$ cat src/rtl/dcm_clock_governor_pkg.sv
// Shared types, widths and default limits for the DCM clock governor.
// Multiplier arithmetic runs one bit wider than storage so steps never wrap.
package dcm_clock_governor_pkg;

    localparam int MULT_W        = 8;
    localparam int INT_W         = 9;
    localparam int DEF_MAX_MULT  = 88;
    localparam int DEF_MIN_MULT  = 20;
    localparam int DEF_INIT_MULT = 60;

    typedef enum logic [1:0] {
        IDLE    = 2'd0,
        ISSUE   = 2'd1,
        HOLDOFF = 2'd2
    } gov_state_t;

    function automatic logic [MULT_W-1:0] clamp_mult(
        input logic [INT_W-1:0] x,
        input logic [INT_W-1:0] lo,
        input logic [INT_W-1:0] hi
    );
        logic [INT_W-1:0] r;
        if (x < lo) begin
            r = lo;
        end else if (x > hi) begin
            r = hi;
        end else begin
            r = x;
        end
        return r[MULT_W-1:0];
    endfunction

endpackage

$ cat src/rtl/dcm_clock_governor_err.sv
// Error-sampling window: counts hash errors per window and clean windows,
// emitting single-cycle step_up / step_down decisions at window end.
module dcm_err_window
    import dcm_clock_governor_pkg::*;
#(
    parameter int WINDOW_CYCLES = 16777216,
    parameter int ERR_THRESHOLD = 4,
    parameter int CLEAN_WINDOWS = 4
) (
    input  logic clk,
    input  logic rst,
    input  logic restart,
    input  logic hold,
    input  logic hash_err,
    output logic step_up,
    output logic step_down
);

    localparam int WIN_W = (WINDOW_CYCLES > 1) ? $clog2(WINDOW_CYCLES) : 1;
    localparam int CLN_W = $clog2(CLEAN_WINDOWS + 1);
    localparam logic [WIN_W-1:0] WIN_LAST = WIN_W'(WINDOW_CYCLES - 1);
    localparam logic [CLN_W-1:0] CLN_LAST = CLN_W'(CLEAN_WINDOWS - 1);
    localparam logic [7:0]       ERR_TH   = 8'(ERR_THRESHOLD);

    logic [WIN_W-1:0] win_cnt_r;
    logic [7:0]       err_cnt_r;
    logic [CLN_W-1:0] clean_cnt_r;
    logic [7:0]       err_next_s;
    logic             win_end_s;

    // Error count including this cycle's pulse, and window-end decisions
    always_comb begin
        if (hash_err && (err_cnt_r != 8'hFF)) begin
            err_next_s = err_cnt_r + 8'd1;
        end else begin
            err_next_s = err_cnt_r;
        end
        win_end_s = (win_cnt_r == WIN_LAST) && !restart && !hold;
        step_down = win_end_s && (err_next_s >= ERR_TH);
        step_up   = win_end_s && (err_next_s == 8'd0) && (clean_cnt_r == CLN_LAST);
    end

    // Window, error and clean-window counters
    always_ff @(posedge clk or posedge rst) begin
        if (rst) begin
            win_cnt_r   <= '0;
            err_cnt_r   <= 8'd0;
            clean_cnt_r <= '0;
        end else if (restart) begin
            win_cnt_r   <= '0;
            err_cnt_r   <= 8'd0;
            clean_cnt_r <= '0;
        end else if (hold) begin
            win_cnt_r   <= '0;
            err_cnt_r   <= 8'd0;
        end else if (win_cnt_r == WIN_LAST) begin
            win_cnt_r <= '0;
            err_cnt_r <= 8'd0;
            if ((err_next_s == 8'd0) && (clean_cnt_r != CLN_LAST)) begin
                clean_cnt_r <= clean_cnt_r + CLN_W'(1);
            end else begin
                clean_cnt_r <= '0;
            end
        end else begin
            win_cnt_r <= win_cnt_r + WIN_W'(1);
            err_cnt_r <= err_next_s;
        end
    end

endmodule

$ cat src/rtl/dcm_clock_governor.sv
// Clock governor top: target/ceiling arithmetic and the request/ack issue FSM
// that hands the chosen multiplier to the DCM programmer.
module dcm_clock_governor
    import dcm_clock_governor_pkg::*;
#(
    parameter int MAXIMUM_MULTIPLIER = DEF_MAX_MULT,
    parameter int MINIMUM_MULTIPLIER = DEF_MIN_MULT,
    parameter int INITIAL_MULTIPLIER = DEF_INIT_MULT,
    parameter int STEP               = 2,
    parameter int WINDOW_CYCLES      = 16777216,
    parameter int ERR_THRESHOLD      = 4,
    parameter int CLEAN_WINDOWS      = 4,
    parameter int HOLDOFF_CYCLES     = 65536
) (
    input  logic              clk,
    input  logic              rst,
    input  logic              host_set,
    input  logic [MULT_W-1:0] host_mult,
    input  logic              hash_err,
    input  logic              thermal_alarm,
    output logic              prog_req,
    output logic [MULT_W-1:0] prog_mult,
    input  logic              prog_ack,
    output logic [MULT_W-1:0] current_mult,
    output logic [MULT_W-1:0] ceiling,
    output logic              throttled
);

    localparam logic [INT_W-1:0]  MIN_W  = INT_W'(MINIMUM_MULTIPLIER);
    localparam logic [INT_W-1:0]  MAX_W  = INT_W'(MAXIMUM_MULTIPLIER);
    localparam logic [INT_W-1:0]  STEP_W = INT_W'(STEP);
    localparam logic [MULT_W-1:0] MIN_M  = MULT_W'(MINIMUM_MULTIPLIER);
    localparam logic [MULT_W-1:0] INIT_M = MULT_W'(INITIAL_MULTIPLIER);
    localparam int                HC_W   = (HOLDOFF_CYCLES > 1) ? $clog2(HOLDOFF_CYCLES) : 1;
    localparam logic [HC_W-1:0]   HC_LAST = HC_W'(HOLDOFF_CYCLES - 1);

    gov_state_t        state_r, state_s;
    logic              prog_req_r, prog_req_s;
    logic [MULT_W-1:0] prog_mult_r, prog_mult_s;
    logic [MULT_W-1:0] current_mult_r, current_mult_s;
    logic [HC_W-1:0]   hold_cnt_r, hold_cnt_s;
    logic [MULT_W-1:0] target_r, target_s;
    logic [MULT_W-1:0] ceiling_r, ceiling_s;
    logic              throttled_r;
    logic [MULT_W-1:0] host_clamp_s, target_dn_s, target_up_s;
    logic [INT_W-1:0]  dn_wide_s, up_wide_s;
    logic              step_up_s, step_down_s;

    dcm_err_window #(
        .WINDOW_CYCLES (WINDOW_CYCLES),
        .ERR_THRESHOLD (ERR_THRESHOLD),
        .CLEAN_WINDOWS (CLEAN_WINDOWS)
    ) u_err_window (
        .clk       (clk),
        .rst       (rst),
        .restart   (thermal_alarm || host_set),
        .hold      (state_r == HOLDOFF),
        .hash_err  (hash_err),
        .step_up   (step_up_s),
        .step_down (step_down_s)
    );

    // Candidate targets: clamped host value, one step down, one step up
    always_comb begin
        host_clamp_s = clamp_mult({1'b0, host_mult}, MIN_W, MAX_W);
        if ({1'b0, target_r} >= (MIN_W + STEP_W)) begin
            dn_wide_s = {1'b0, target_r} - STEP_W;
        end else begin
            dn_wide_s = MIN_W;
        end
        up_wide_s = {1'b0, target_r} + STEP_W;
        if (up_wide_s > {1'b0, ceiling_r}) begin
            up_wide_s = {1'b0, ceiling_r};
        end else begin
            up_wide_s = up_wide_s;
        end
        target_dn_s = clamp_mult(dn_wide_s, MIN_W, MAX_W);
        target_up_s = clamp_mult(up_wide_s, MIN_W, MAX_W);
    end

    // Prioritised target/ceiling update: thermal, host, then window decisions
    always_comb begin
        target_s  = target_r;
        ceiling_s = ceiling_r;
        if (thermal_alarm) begin
            target_s = MIN_M;
        end else if (host_set) begin
            ceiling_s = host_clamp_s;
            target_s  = host_clamp_s;
        end else if (step_down_s) begin
            target_s = target_dn_s;
        end else if (step_up_s) begin
            target_s = target_up_s;
        end else begin
            target_s = target_r;
        end
    end

    // Issue FSM next-state and output logic
    always_comb begin
        state_s        = state_r;
        prog_req_s     = prog_req_r;
        prog_mult_s    = prog_mult_r;
        current_mult_s = current_mult_r;
        hold_cnt_s     = hold_cnt_r;
        case (state_r)
            IDLE: begin
                if (target_r != current_mult_r) begin
                    prog_mult_s = target_r;
                    prog_req_s  = 1'b1;
                    state_s     = ISSUE;
                end else begin
                    prog_req_s = 1'b0;
                end
            end
            ISSUE: begin
                if (prog_ack) begin
                    current_mult_s = prog_mult_r;
                    prog_req_s     = 1'b0;
                    hold_cnt_s     = HC_LAST;
                    state_s        = HOLDOFF;
                end else begin
                    prog_req_s = 1'b1;
                end
            end
            HOLDOFF: begin
                if (hold_cnt_r == '0) begin
                    state_s = IDLE;
                end else begin
                    hold_cnt_s = hold_cnt_r - HC_W'(1);
                end
            end
            default: begin
                state_s    = IDLE;
                prog_req_s = 1'b0;
            end
        endcase
    end

    // State and output registers
    always_ff @(posedge clk or posedge rst) begin
        if (rst) begin
            state_r        <= IDLE;
            prog_req_r     <= 1'b0;
            prog_mult_r    <= INIT_M;
            current_mult_r <= '0;
            hold_cnt_r     <= '0;
            target_r       <= INIT_M;
            ceiling_r      <= INIT_M;
            throttled_r    <= 1'b0;
        end else begin
            state_r        <= state_s;
            prog_req_r     <= prog_req_s;
            prog_mult_r    <= prog_mult_s;
            current_mult_r <= current_mult_s;
            hold_cnt_r     <= hold_cnt_s;
            target_r       <= target_s;
            ceiling_r      <= ceiling_s;
            throttled_r    <= thermal_alarm;
        end
    end

    assign prog_req     = prog_req_r;
    assign prog_mult    = prog_mult_r;
    assign current_mult = current_mult_r;
    assign ceiling      = ceiling_r;
    assign throttled    = throttled_r;

endmodule

$ cat config.mk
export PLATFORM = sky130hd
export DESIGN_NAME = dcm_clock_governor
export DESIGN_NICKNAME = d
export VERILOG_FILES = /design/src/rtl/dcm_clock_governor_pkg.sv /design/src/rtl/dcm_clock_governor_err.sv /design/src/rtl/dcm_clock_governor.sv
export SDC_FILE = /design/constraint.sdc
export NUM_CORES = 1
export LEC_CHECK = 0
export CAP_MARGIN = 5
export CORE_MARGIN = 10
export CORE_UTILIZATION = 60
export CTS_CLUSTER_DIAMETER = 200
export DETAILED_ROUTE_END_ITERATION = 7
export GPL_ROUTABILITY_DRIVEN = 0
export GPL_TIMING_DRIVEN = 0
export PLACE_DENSITY_LB_ADDON = 0.08
export SYNTH_ARGS = -nofsm -noshare
export SYNTH_HDL_FRONTEND = slang
export SYNTH_HIERARCHICAL = 1
export SYNTH_SLANG_ARGS = --single-unit
export TNS_END_PERCENT = 20
$ cat constraint.sdc
create_clock -name clk -period 6.65 [get_ports clk]
set_clock_uncertainty 0.05 [all_clocks]
set_input_delay 1.33 -clock clk [delete_from_list [all_inputs] [get_ports clk]]
set_output_delay 1.33 -clock clk [all_outputs]
set_load 0.05 [all_outputs]
== Word-level counts from Yosys, hierarchy flattened ==
Cells that the tools add are included.

* Word-level logic and storage cells: 94
* Register bits: 87
* Output and inout port bits: 26
* Input port bits: 14

* $lt $le $gt $ge: 9
* $add $sub $neg: 6
* Equal/unequal tests: 12
* Muxes and demuxes: 33
* Bitwise logic cells: 1
* Reduce and logical (&&, ||, !) cells: 22

{| class="wikitable"
|+ Operators by type and width
! operator !! number
|-
| 8-bit two-way mux || 14
|-
| 24-bit two-way mux || 3
|-
| 16-bit two-way mux || 2
|-
| 16-bit case mux with 2 select lines || 1
|-
| 24-bit by 1-bit adder with 24-bit output (second input constant) || 1
|-
| 24-bit equality test (second input constant) || 1
|-
| 9-bit by 7-bit greater-than comparator with 1-bit output (second input constant) || 2
|-
| 9-bit by 5-bit < comparator with 1-bit output (second input constant) || 2
|-
| 9-bit two-way mux || 2
|-
| 16-bit logical NOT || 1
|-
| 16-bit by 1-bit subtractor with 16-bit output (second input constant) || 1
|-
| 3-bit two-way mux || 4
|-
| 8-bit by 2-bit adder with 9-bit output (second input constant) || 1
|-
| 9-bit by 8-bit greater-than comparator with 1-bit output || 1
|-
| 8-bit by 2-bit subtractor with 9-bit output (second input constant) || 1
|-
| 8-bit by 1-bit adder with 8-bit output (second input constant) || 1
|-
| 8-bit by 3-bit >= comparator with 1-bit output (second input constant) || 1
|-
| 8-bit by 5-bit >= comparator with 1-bit output (second input constant) || 1
|-
| 8-bit by 7-bit greater-than comparator with 1-bit output (second input constant) || 1
|-
| 8-bit logical NOT || 1
|-
| 8-bit by 5-bit < comparator with 1-bit output (second input constant) || 1
|-
| 2-bit inequality test (second input constant) || 4
|-
| 8-bit inequality test || 1
|-
| 8-bit inequality test (second input constant) || 1
|-
| other kinds (19) || 34
|}

== Longest topological paths before layout ==
Gate-level depths: netlist of the first run.

* Depth after elaboration: 10
* Depth in mapped cells: 13
* Mapped depth without buffers: 12

== Hierarchy ==
The synthesis of the first run kept the hierarchy.

{| class="wikitable"
|+ Modules (own cells, without submodules)
! module !! times used !! seq. area each (um^2) !! area an instance (um^2) !! cells an instance
|-
| dcm_clock_governor || 1 || 1316.3 || 3303.2 || 384
|-
| dcm_err_window || 1 || 875.8 || 1848.0 || 192
|}

== Worst setup path after synthesis of the first run ==
Ideal clock, no wire load.

* Path kind: input -> register
* From: input port thermal_alarm
* To: register target_r[4]
* Data arrival time: 3543 ps
* Buffers on the path: 0
* Cell stages on the path: 12
* Setup slack: 2963 ps
* Required time: 6506 ps
* Library setup time: 94 ps
* Cell sequence: nor2_1 inv_1 or2_2 nor4_1 nand3_1 nor2_1 or3_1 nor2_1 nor2_1 nand2b_1 a221o_1 o311ai_2

* Word-level cells in the longest chain between the ends: 8
* Elaborated cells between the ends (all ways): 11
* Those cells by class: mux (3); reduce/logical (8)

{| class="wikitable"
|+ Ends and longest elaborated chain
! what !! RTL line !! RTL
|-
| start: declaration || dcm_clock_governor.sv:20 || <nowiki>input logic thermal_alarm,</nowiki>
|-
| 1-bit logical OR (*) || dcm_clock_governor.sv:56 || <nowiki>.restart (thermal_alarm || host_set),</nowiki>
|-
| 1-bit logical NOT (*) || dcm_clock_governor_err.sv:38 || <nowiki>win_end_s = (win_cnt_r == WIN_LAST) && !restart && !hold;</nowiki>
|-
| 1-bit logical AND (*) (2 in a row) || dcm_clock_governor_err.sv:38 ||
|-
| 1-bit logical AND (*) || dcm_clock_governor_err.sv:39 || <nowiki>step_down = win_end_s && (err_next_s >= ERR_TH);</nowiki>
|-
| via step_down_s || dcm_clock_governor.sv:47 || <nowiki>logic step_up_s, step_down_s;</nowiki>
|-
| 8-bit two-way mux || dcm_clock_governor.sv:90 || <nowiki>end else if (step_down_s) begin</nowiki>
|-
| 8-bit two-way mux || dcm_clock_governor.sv:87 || <nowiki>end else if (host_set) begin</nowiki>
|-
| 8-bit two-way mux || dcm_clock_governor.sv:85 || <nowiki>if (thermal_alarm) begin</nowiki>
|-
| end signal: assignment || dcm_clock_governor.sv:157 || <nowiki>target_r <= target_s;</nowiki>
|-
| end: declaration || dcm_clock_governor.sv:42 || <nowiki>logic [MULT_W-1:0] target_r, target_s;</nowiki>
|}

Mark *: on every way through the listed nets, which the timed path passes. The rest lies on a longest branch.
A chain may end at the register's enable or synchronous reset.

== Worst setup path in the final report of the first run ==
Same ends and word-level chain as after synthesis.

==> results.json, run 1 <==
{
  "synth_cell_types": 71,
  "hp-start": "u_err_window/clean_cnt_r[2]$_DFFE_PP0P_",
  "holdPathStages": 2,
  "cp_data_arrival_time_ns": 4.89,
  "synth_fp_nets": 605,
  "worstSetupPathType": "in2reg",
  "synthTopCellsByArea": "dfrtp_1 36%, dfstp_2 6.1%, nand2_1 5.2%",
  "yosysTopAreaCell": "dfrtp_1",
  "final_common_cell": "dfrtp_1",
  "synth_seq_cells": 87,
  "hold_viol_final": 0,
  "clock-sinks": 87,
  "path_cells": "clkdlybuf4s50_1 -> nor2_1 -> inv_1 -> or2_2 -> nor4_1 -> nand3_1 -> nor2_1 -> or3_1 -> nor2_1 -> nor2_1 -> nand2b_1 -> a221o_1 -> o311ai_2",
  "worst_pin_slew_ns": 1.04,
  "die_height_um": 113,
  "cts_inserted_buffers": 9,
  "timing.hold.ws_ns": 0.440,
  "p_sw_share_pct": 42.0,
  "switchingPower_uw": 736,
  "fin_crit_sh_pct": 70.4,
  "grt_max_degree": 44,
  "dieArea_um2": 12700,
  "synth-edff-count": 0,
  "fin_area_um2": 5900,
  "min_period_ns": 4.68,
  "slowest_delay_ns": 0.48,
  "rr_worst_depth": 13,
  "postSynthAreaPerCell_um2": 8.94,
  "outcome": "completed",
  "cts_hold_buf": 0,
  "ir_drop_v": 0.000166,
  "path_clk_slew_ns": 0.09,
  "finalSetupViolations": 0,
  "start_util_pct": 62.1,
  "fmax_mhz": 214,
  "p_leak_nw": 2.41,
  "rrSetupSlack_ns": 2.53,
  "r2r_end": "target_r[6]$_DFFE_PP0P_",
  "layout.cells.non_filler": 738,
  "maxCapViolCount": 0,
  "numPortBuffers": 39,
  "yosys_warnings": 6,
  "cp_slowest_cell": "clkdlybuf4s50_1",
  "rsz0062_at_grt": "no",
  "fin_setup_tns_ns": 0,
  "synthArstFlopShare_pct": 100,
  "end_kind": "flip-flop",
  "cts_htree_levels": 3,
  "pre_cts_slack_ns": 1.75,
  "grt_pass1_wl_mm": 20.7,
  "die_w_um": 113,
  "final_cell_mix": "75 x dfrtp_1, 72 x nand2_1, 63 x nor2_1",
  "areaGrowthSynthToFinish_pct": 14.6,
  "cp_max_fo": 7,
  "synthesis.area_um2": 5150,
  "wl_per_cell_um": 16.6,
  "crit_required_ns": 6.86,
  "syn_inst": 576,
  "cts_setup_buffers": 0,
  "yosysTopAreaCellShare_pct": 36.4,
  "nNetsFinal": 657,
  "maxSlewHeadroom_pct": 30.4,
  "clock_latency_ns": 0.35,
  "cts_resized": 0,
  "ant_nets": 0,
  "cpMostUsedCell": "nor2_1",
  "grt_pass1_vias": 4328,
  "viasPerCell": 6.13,
  "power_density_nw_per_um2": 297,
  "r2r-start": "target_r[5]$_DFFE_PP1P_",
  "timing.critical_path.max_delay_family": "simple AND/OR/NAND/NOR gates",
  "yosys_most_used_dff": "dfrtp_1",
  "drtIter0Drc": 367,
  "rows": 33,
  "power_frac_comb_pct": 41.6,
  "core_area_um2": 8300,
  "antenna_found_initial": 0,
  "min_to": "u_err_window/clean_cnt_r[2]$_DFFE_PP0P_",
  "finalMaxSlewViolations": 0,
  "dp_hpwl_mm": 9.06,
  "antenna_cells": 0,
  "seqPwrFrac_pct": 38.9,
  "dp.cells": 722,
  "hold_class": "reg2reg",
  "fin_ws_ns": 1.97,
  "pwr-share-clk_pct": 19.5,
  "drive_gt1_share_pct": 7.90,
  "drc": 0,
  "clockBufferDepth": 2,
  "io_pins": 40,
  "tritoncts": "built",
  "overflow": 0,
  "place_area_um2": 5720,
  "vias": 4523,
  "grt_usage_pct": 19.1,
  "clockRootBuffer": "clkbuf_8",
  "critPathLaunchType": "input pin",
  "path_buf_inv": 2,
  "drt-total-wl_mm": 12.3,
  "dr.pass1.iters": 5,
  "seq_area_frac_synth_pct": 42.6,
  "p_int_mw": 1.02
}
==> through the flow <==
stage	utilization (%)	power (mW)
2_1_floorplan	-	1.19
3_3_place_gp	68.4	1.39
3_5_place_dp	68.9	1.41
4_1_cts	71.1	1.75
5_1_grt	71.1	1.85
6_report	71.1	1.75
==> registers in the layout, indices dropped and copies added (netlist names) <==
signal	cells
throttled	1
u_err_window/win_cnt_r	24
ceiling	8
u_err_window/clean_cnt_r	3
target_r	8
u_err_window/err_cnt_r	8
state_r	2
prog_req	1
hold_cnt_r	16
current_mult	8
prog_mult	8
==> metal layers <==
| layer | up-vias | global-route usage (%) | share of wire (%) |
|---|---|---|---|
| met5 | - | 0 | 0 |
| met4 | 0 | 5.41 | 1.4 |
| met3 | 22 | 4.58 | 6.2 |
| met2 | 162 | 31.3 | 48 |
| met1 | 2205 | 24.7 | 45 |
| li1 | 2134 | - | - |
==> worst register-to-register path, delay by kind of cell, from the launching register on <==
family	cells	cell delay, ns
AOI/OAI and AO/OA	6	1.34
buffers and inverters	3	1.12
DFF	1	0.52
xor gates and xnor gates	1	0.33
adders and majority gates	1	0.32
and+or+nand+nor	2	0.31
==> final cells by class <==
cell class                      count  area (um^2)
Multi-Input combinational cell    444         2780
Fill cell                         647         2400
Timing Repair Buffer               41          438
Tap cell                          105          131
Clock buffer                       10          138
Buffer                             19         85.1
Inverter                           26         97.6
Sequential cell                    87         2190
Clock inverter                      6         43.8
==> cells in the mapped netlist (3+ instances only) <==
cell and count:
dfrtp_1 75, nand2_1 72, nor2_1 63, xor2_1 28, nand3_1 27, inv_1 26
o21ai_0 24, xnor2_1 23, a21oi_1 21, nor3_1 16, ha_1 15, nand4_1 14
clkbuf_1 13, dfstp_2 12, nand2b_1 9, a31oi_1 8, and3_1 8, o21ai_1 8
and2_1 7, nor4_1 7, nor2b_1 5, or3_1 5, a211oi_1 4, mux2i_1 4
nand3b_1 4, o21bai_1 4, o22ai_1 4, a21o_1 3, and3b_1 3, and4_1 3
mux2_2 3, o311ai_0 3, o31ai_1 3, or2_2 3
==> worst max-delay path by stage <==
stage | endpoint | slack [ns] | from | depth (start not counted)
after global placement | target_r[4]$_DFFE_PP1P_ | 1.81 | thermal_alarm | 13
after floorplan | target_r[4]$_DFFE_PP1P_ | 2.96 | thermal_alarm | 12
after global routing | target_r[4]$_DFFE_PP1P_ | 1.75 | thermal_alarm | 13
after CTS | target_r[4]$_DFFE_PP1P_ | 2.11 | thermal_alarm | 13
final | target_r[4]$_DFFE_PP1P_ | 1.97 | thermal_alarm | 13
after detailed placement | target_r[4]$_DFFE_PP1P_ | 1.75 | thermal_alarm | 13
==> cells by family (layout without fill, tap and decap cells) <==
family	after synthesis	in the layout	synth area share [%]
flip-flops	87	87	42.6
AO/OA/AOI/OAI	109	109	14.3
multiplexers	7	7	1.43
AND/OR/NAND/NOR	262	262	25.8
buffers and inverters	45	102	3.55
adder cells (fa/ha/maj)	15	15	3.64
XOR/XNOR	51	51	8.67
==> power by group through the flow <==
stage	Sequential, mW	Combinational [mW]	Clock [mW]
finish	0.682	0.730	0.341
global route	0.691	0.786	0.371
CTS	0.679	0.727	0.349
detailed placement	0.690	0.719	0
global placement	0.687	0.701	0
floorplan	0.832	0.361	0
Power figures use the tool's default switching activity.
==> run 2: changes to the inputs <==
--- a/config.mk
+++ b/config.mk
@@ -7,7 +7,7 @@
 export LEC_CHECK = 0
 export CAP_MARGIN = 5
 export CORE_MARGIN = 10
-export CORE_UTILIZATION = 60
+export CORE_UTILIZATION = 53
 export CTS_CLUSTER_DIAMETER = 200
 export DETAILED_ROUTE_END_ITERATION = 7
 export GPL_ROUTABILITY_DRIVEN = 0
==> constraint.sdc (replaced) <==
create_clock -name clk -period 4 [get_ports clk]
set_clock_uncertainty 0.05 [all_clocks]
set_input_delay 0.8 -clock clk [delete_from_list [all_inputs] [get_ports clk]]
set_output_delay 0.8 -clock clk [all_outputs]
set_load 0.05 [all_outputs]
==> run 2 against run 1 <==
  * Utilization is 7.6 points lower
  * Sequential cell count unchanged
  * Setup slack worse by 1.7 ns
  * Hold slack lost 0.0015 ns
  * Sequential share of layout area shrank 0.34 points
  * Total power increased by 69%
  * Register-to-register slack lost 2.3 ns
  * Combinational power up 64%
  * Largest power group unchanged
==> results.json, run 2 (synthesized netlist as in run 1, its figures left out) <==
{
  "outcome": "completed",
  "worstSetupPathType": "reg2reg",
  "numPortBuffers": 39,
  "power_frac_comb_pct": 40.4,
  "finalMaxSlewViolations": 0,
  "cp_num_cells": 12,
  "drt-total-wl_mm": 12.3,
  "fin_ws_ns": 0.256,
  "die_height_um": 119,
  "slowest_delay_ns": 0.47,
  "rows": 35,
  "vias": 4457,
  "ir_drop_v": 0.000291,
  "die_w_um": 119,
  "total_power_mw": 2.96,
  "dr.pass1.iters": 5,
  "grt_usage_pct": 17.6,
  "clock-sinks": 87,
  "cp_slowest_cell": "ha_1",
  "worst_pin_slew_ns": 0.970,
  "timing.hold.ws_ns": 0.439,
  "timing.critical_path.max_delay_family": "compound AO/OA/AOI/OAI gates",
  "p_leak_nw": 2.43,
  "clockRootBuffer": "clkbuf_8",
  "fin_crit_sh_pct": 93.6,
  "r2r_end": "target_r[6]$_DFFE_PP0P_",
  "cp_max_fo": 10,
  "io_pins": 40,
  "rrSetupSlack_ns": 0.26,
  "crit_required_ns": 4.17,
  "n_fill_cell": 822,
  "nNetsFinal": 655,
  "drive_gt1_share_pct": 8.72,
  "grt_pass1_wl_mm": 21.2,
  "power_density_nw_per_um2": 497,
  "cts_inserted_buffers": 9,
  "maxCapViolCount": 0,
  "hold_viol_final": 0,
  "end_kind": "flip-flop",
  "wl_per_cell_um": 16.2,
  "cts_setup_buffers": 0,
  "switchingPower_mw": 1.21,
  "holdPathStages": 2,
  "pre_cts_slack_ns": -0.344,
  "grt_max_degree": 43,
  "finalSetupViolations": 0,
  "min_period_ns": 3.74,
  "core_area_um2": 9370,
  "grt_pass1_vias": 4438,
  "antenna_cells": 0,
  "maxSlewHeadroom_pct": 34.7,
  "clock_latency_ns": 0.36,
  "cp_data_arrival_time_ns": 3.91,
  "seqPwrFrac_pct": 38.5,
  "path_clk_slew_ns": 0.08,
  "rsz0062_at_grt": "yes",
  "hold_class": "reg2reg",
  "regArea_um2": 2190,
  "p_sw_share_pct": 40.8,
  "tritoncts": "built",
  "drtIter0Drc": 329,
  "cts_htree_levels": 3,
  "critPathLaunchType": "flip-flop",
  "pwr-share-clk_pct": 21.1,
  "antenna_found_initial": 0,
  "cts_hold_buf": 0,
  "viasPerCell": 5.86,
  "final_common_cell": "dfrtp_1",
  "p_int_mw": 1.75,
  "multi_input_area_um2": 2800,
  "overflow": 0,
  "hp-start": "u_err_window/clean_cnt_r[2]$_DFFE_PP0P_",
  "ant_nets": 0,
  "dieArea_um2": 14100,
  "clockBufferDepth": 2,
  "largest_reg_flops": 24,
  "fmax_mhz": 267,
  "areaGrowthSynthToFinish_pct": 15.6,
  "min_to": "u_err_window/clean_cnt_r[2]$_DFFE_PP0P_",
  "path_buf_inv": 3,
  "path_cells": "clkbuf_1 -> inv_1 -> ha_1 -> ha_1 -> nand3_1 -> nor3_1 -> o22a_1 -> and2_1 -> clkbuf_1 -> a21oi_1 -> a2111oi_0 -> o21ai_1",
  "rr_worst_depth": 12,
  "reg_top3": "u_err_window/win_cnt_r (24), hold_cnt_r (16)",
  "fin_setup_tns_ns": 0,
  "start_util_pct": 55.0,
  "largest-register": "u_err_window/win_cnt_r",
  "r2r-start": "target_r[1]$_DFFE_PP0P_",
  "drc": 0,
  "final_cell_mix": "75 x dfrtp_1, 72 x nand2_1, 61 x nor2_1",
  "dp_hpwl_mm": 9.06
}
[run 2: cell count changes in the layout (fill, tap and decap cells not counted), sizes merged]
| cell | previous run | this run |
|---|---|---|
| buf | 8 | 7 |
| bufinv | 0 | 1 |
| clkinvlp | 1 | 0 |
| inv | 27 | 26 |
[run 2: power by group through the flow]
stage          logic [mW]  registers, mW  clock network (mW)
2_1_floorplan       0.600           1.38                   0
3_3_place_gp         1.18           1.14                   0
3_5_place_dp         1.20           1.14                   0
4_1_cts              1.21           1.13               0.635
5_1_grt              1.31           1.16               0.675
6_report             1.20           1.14               0.625
[run 2: worst register-to-register path: stages, from the launching register on]
cell       delay (ns)
dfrtp_1          0.40
clkbuf_1         0.36
inv_1            0.26
ha_1             0.47
ha_1             0.33
nand3_1          0.11
nor3_1           0.23
o22a_1           0.23
and2_1           0.14
clkbuf_1         0.30
a21oi_1          0.11
a2111oi_0        0.47
o21ai_1          0.15
[run 2: cell type report]
cell class                      count  share of cell area (%)
Multi-Input combinational cell    444                    47.0
Clock buffer                       11                    2.37
Buffer                             17                    1.34
Sequential cell                    87                    36.8
Timing Repair Buffer               41                    7.14
Inverter                           26                    1.64
Tap cell                          129                    2.71
Clock inverter                      5                   0.966
[run 2: how the worst max path moves through the flow]
stage                                  from                      end  slack, ns
CTS                           thermal_alarm  target_r[4]$_DFFE_PP1P_      0.006
finish              target_r[1]$_DFFE_PP0P_  target_r[6]$_DFFE_PP0P_       0.26
global placement              thermal_alarm  target_r[4]$_DFFE_PP1P_      -0.31
floorplan           target_r[5]$_DFFE_PP1P_  target_r[6]$_DFFE_PP0P_       0.75
global route        target_r[1]$_DFFE_PP0P_  target_r[6]$_DFFE_PP0P_      -0.03
detailed placement            thermal_alarm  target_r[4]$_DFFE_PP1P_      -0.34
[run 2: what timing repair did]
action / 4_1_cts / 5_1_grt
gates resized for setup: 0 / 8
endpoints found under the hold margin: 0 / 0
setup endpoints to repair: 0 / 7
[run 2: metrics by stage]
stage,instances,utilization (%),area [um^2]
finish,760,63.6,5960
global route,760,63.6,5960
CTS,762,63.4,5940
detailed placement,746,61.2,5740
global placement,744,60.9,5700
floorplan,576,-,5150
[run 2: routing by layer]
| layer | part of all wire [%] | vias up | GRT usage [%] |
|---|---|---|---|
| met4 | 2.1 | 0 | 5.95 |
| met2 | 46 | 109 | 27.8 |
| met5 | 0 | - | 0 |
| li1 | - | 2139 | - |
| met3 | 4.6 | 24 | 4.00 |
| met1 | 47 | 2185 | 23.4 |
